`config.mk`:
```
export PLATFORM = sky130hd
export DESIGN_NAME = button_debounce
export DESIGN_NICKNAME = d
export VERILOG_FILES = /design/src/rtl/button_debounce.sv
export SDC_FILE = /design/constraint.sdc
export NUM_CORES = 1
export LEC_CHECK = 0
export CAP_MARGIN = 25
export CORE_MARGIN = 10
export CORE_UTILIZATION = 30
export CTS_CLUSTER_DIAMETER = 100
export DETAILED_ROUTE_END_ITERATION = 6
export DONT_BUFFER_PORTS = 1
export SYNTH_ARGS = -nofsm -noshare
export SYNTH_HDL_FRONTEND = slang
export SYNTH_SLANG_ARGS = --single-unit
```
`constraint.sdc`:
```
create_clock -name clk -period 2.2 [get_ports clk]
set_clock_uncertainty 0.2 [all_clocks]
set_input_delay 0.22 -clock clk [delete_from_list [all_inputs] [get_ports clk]]
set_output_delay 0.22 -clock clk [all_outputs]
set_load 0.05 [all_outputs]
```
`src/rtl/button_debounce.sv`:
```
// Push-button conditioner: two-flop synchroniser, stable-time debounce FSM,
// debounced level, one-cycle press/release pulses and an 8-bit press counter.
//
// state        | meaning
// -------------+-------------------------------------------------------
// IDLE         | button accepted as released, waiting for a press
// PRESS_WAIT   | press seen, counting stable pressed cycles
// PRESSED      | button accepted as pressed, waiting for a release
// RELEASE_WAIT | release seen, counting stable released cycles
module button_debounce #(
    parameter int DEBOUNCE_CYCLES = 1000000,
    parameter int CNT_WIDTH       = 20,
    parameter bit ACTIVE_HIGH     = 1'b1
) (
    input  logic       clk,
    input  logic       rst,
    input  logic       btn_in,
    output logic       btn_level,
    output logic       btn_press,
    output logic       btn_release,
    output logic [7:0] press_count
);

    typedef enum logic [1:0] {
        IDLE         = 2'd0,
        PRESS_WAIT   = 2'd1,
        PRESSED      = 2'd2,
        RELEASE_WAIT = 2'd3
    } state_t;

    // Raw pin value of an unpressed button; synchroniser resets to it so
    // that no phantom press is seen when reset is released.
    localparam logic RAW_IDLE = ACTIVE_HIGH ? 1'b0 : 1'b1;
    localparam logic [CNT_WIDTH-1:0] CNT_LAST = CNT_WIDTH'(DEBOUNCE_CYCLES - 1);

    logic                 s1;
    logic                 s2;
    logic                 p;
    state_t               state;
    logic [CNT_WIDTH-1:0] cnt;

    // Two-flop synchroniser for the asynchronous button pin.
    always_ff @(posedge clk) begin
        if (!rst) begin
            s1 <= RAW_IDLE;
            s2 <= RAW_IDLE;
        end else begin
            s1 <= btn_in;
            s2 <= s1;
        end
    end

    // Pressed indication in positive logic regardless of pin polarity.
    assign p = ACTIVE_HIGH ? s2 : ~s2;

    // Debounce FSM; all outputs registered, pulses default low each cycle.
    always_ff @(posedge clk) begin
        if (!rst) begin
            state       <= IDLE;
            cnt         <= '0;
            btn_level   <= 1'b0;
            btn_press   <= 1'b0;
            btn_release <= 1'b0;
            press_count <= 8'd0;
        end else begin
            btn_press   <= 1'b0;
            btn_release <= 1'b0;
            case (state)
                IDLE: begin
                    if (p) begin
                        state <= PRESS_WAIT;
                        cnt   <= '0;
                    end
                end
                PRESS_WAIT: begin
                    if (!p) begin
                        state <= IDLE;
                    end else if (cnt == CNT_LAST) begin
                        state       <= PRESSED;
                        btn_level   <= 1'b1;
                        btn_press   <= 1'b1;
                        press_count <= press_count + 8'd1;
                    end else begin
                        cnt <= cnt + CNT_WIDTH'(1);
                    end
                end
                PRESSED: begin
                    if (!p) begin
                        state <= RELEASE_WAIT;
                        cnt   <= '0;
                    end
                end
                RELEASE_WAIT: begin
                    if (p) begin
                        state <= PRESSED;
                    end else if (cnt == CNT_LAST) begin
                        state       <= IDLE;
                        btn_level   <= 1'b0;
                        btn_release <= 1'b1;
                    end else begin
                        cnt <= cnt + CNT_WIDTH'(1);
                    end
                end
                default: begin
                    state <= IDLE;
                    cnt   <= '0;
                end
            endcase
        end
    end

endmodule

```
==> flow_summary.ini <==
[power_and_ir_drop]
p_clk_share_pct = 38.6
p_leak_nw = 0.8568
intPower_mw = 0.8846
p_sw_mw = 0.2740
p_seq_share_pct = 56.4
sw_frac_of_total_pct = 23.65
finalPower_mw = 1.159
vdd_drop_max_mv = 0.2829
combPwrFrac_pct = 4.9
powerDensity_nw_per_um2 = 483.0

[synthesis]
syn_area_um2 = 1846
synthesis.nets = 229
synth_top_area_share_pct = 37.97
synth_top_family_by_area = simple AND/OR/NAND/NOR gates
synth-xor-area-share_pct = 1.898
synthArstFlopShare_pct = 0
yosys.area_share.simple_pct = 35.66
synth_compound_area_share_pct = 13.02
ys_seq_elements = 35
yosys.area.top_type = dfxtp_1
synth_area_leaders = dfxtp_1 38%, nand3_1 5.2%, nand2_1 5.1%
ys_types = 48
ys_warn_count = 0
synth.avg_cell_area_um2 = 8.239
synth_ff_type = dfxtp_1
synthMuxAreaShare_pct = 5.627
ys_seq_area_share_pct = 37.97
syn_inst = 224
synth_edf_count = 0
synthAdderAreaFrac_pct = 1.356

[floorplan]
num_io_pins = 14
floorplan.initialDensity_pct = 30.99
core_region_area_um2 = 5956
die-area_um2 = 9688
placementRows = 28
fp.dieW_um = 98.43
fp.dieH_um = 98.43

[setup_path]
worst-endpoint-required_ps = 2210
regToRegStartpoint = cnt[0]
criticalPathCategory = flip-flop to flip-flop
ff2ff_setup_slack_ps = -20
worstPathArrival_ps = 2230
start_kind = flip-flop
crit_fanout = 3
cp-end-kind = flip-flop
reg2reg_depth = 6
reg2reg_to = press_count[3]

[global_routing]
grt.busiest_layer = met2
grt_max_degree = 29
grt.overflow.total = 0
met2_usage_pct = 16.34
grt_pass1_wl_um = 8073
grt_pass1_vias = 1686
grt_usage_pct = 9.799
use_met1_pct = 11.37
antenna_found_initial = 0
use_met3_pct = 3.561

[clocking]
h-tree-depth = 2
cts_buffers = 5
cts_tree = yes
insertion_delay_ps = 290
clk_pin_slew_ps = 70
clock-root-buffer = clkbuf_8
cts_max_path_buffers = 2
cts.sinks = 35
post-cts-setup-buffers = 0

[timing]
fmax_mhz = 450.7
fin_hold_ws_ps = -7.449
fin_ws_ps = -18.73
finalCritPeriodShare_pct = 100.9
finalCriticalPeriod_ps = 2219
hold_viol = 2
slew_headroom_pct = 54.17
worst_slew_pin_slew_ps = 686.7
setup_viol = 1
rsz0062_at_grt = yes
report.final.slew_viol_count = 0

[placement]
hpwl_um = 3393
place.port_buffers = 0
preCtsSetupSlack_ps = -1.048
dp.cells = 325
gp_congestion = 0.8334
dpl-instance-area_um2 = 2180

[routing]
dr.pass1.iters = 5
finalWirelength_um = 4830
drtIter0Drc = 159
vias_per_cell = 5.229
num_vias = 1804
ant_nets = 0
wire_per_inst_um = 14.00
drc_errors = 0

[final_layout]
multiInputGateArea_um2 = 1100
fin_area_um2 = 2399
final_cell_mix = 39 x buf_4, 33 x dfxtp_1, 25 x nand2_1
fin_nets = 274
layout_commonest_cell = buf_4
fillerInstances = 623
drive_above_1_share_pct = 21.85
diodes = 0
area_growth_pct = 29.97
seqCellArea_um2 = 703.2
layout.cells.non_filler = 345

[outcome]
violations = hold timing, setup timing
status = finished with violations

[worst_hold_path]
hold_start = rst
hold_class = input port to flip-flop
min_to = cnt[17]
hold_depth = 2

[flow_run]
drv_cap = 0
[layout make-up]
class                   instances  share of cell area, %
clock buffers                   7                  3.182
clock inverters                 1                 0.2087
inverters                       2                 0.3130
multi-input cells             174                  45.85
flip-flops and latches         35                  29.32
well taps                      75                  3.912
repair buffers                 51                  17.21
[cells in the mapped netlist (all sizes together), types with 7 or more instances]
cell,count
nand3,20
clkbuf,7
dfxtp,35
mux2i,7
nand3b,7
nand2,25
nor2,23
nor3,10
a21oi,7
nand4,8
[state kept, by name (all words and copies together) (netlist names), named ones only]
signal and count:
btn_level 1, btn_press 1, btn_release 1, cnt 20, p 1, press_count 8
s1 1, state 1
[power by group through the flow]
stage	clock network, mW	registers (mW)	logic [mW]
2_1_floorplan	0	0.668	0.0351
3_3_place_gp	0	0.668	0.0414
3_5_place_dp	0	0.668	0.0423
4_1_cts	0.463	0.654	0.0505
5_1_grt	0.483	0.654	0.0635
6_report	0.448	0.654	0.0573
[cells by family after synthesis]
kind of cell,Yosys count
AND/OR/NAND/NOR,123
AO/OA/AOI/OAI,35
XOR/XNOR,4
multiplexers,10
buffers and inverters,15
adder cells (fa/ha/maj),2
flip-flops,35
[metal layers]
| metal | part of all wire (%) | vias up |
|---|---|---|
| li1 | - | 905 |
| met1 | 46 | 861 |
| met2 | 47 | 31 |
| met3 | 5.9 | 7 |
| met4 | 1.1 | 0 |
| met5 | 0 | - |
[worst max-delay path, stage by stage (launching register included)]
cell and delay (ps):
dfxtp_2 360, ha_4 160, nand3_4 70, or4_1 390, or4_4 430, or4_1 400
a21oi_1 120
[through the flow]
step	hold WS [ps]	utilization [%]	TNS, ps
3_3_place_gp	147.0	36.60	-4.020
6_report	-7.449	40.27	-18.73
3_5_place_dp	150.3	36.60	-1.048
2_1_floorplan	147.3	-	-20.62
4_1_cts	-148.7	39.81	-21.58
5_1_grt	13.80	40.27	-357.2
[what timing repair did]
action                                 in CTS  in global routing
pin swaps                                   2                  0
setup endpoints to repair                   1                  7
endpoints found under the hold margin      16                  8
hold buffers                               11                  1
resized for setup                           0                  3
[worst max path at each step]
stage                     slack [ps]    from              to
after floorplan                  -20  cnt[1]  press_count[3]
after global placement            -4  cnt[1]  press_count[3]
after detailed placement          -1  cnt[1]  press_count[3]
after CTS                        -20  cnt[0]  press_count[3]
after global routing             -90  cnt[0]  press_count[1]
final                            -20  cnt[0]  press_count[3]
Power figures use the tool's default switching activity.
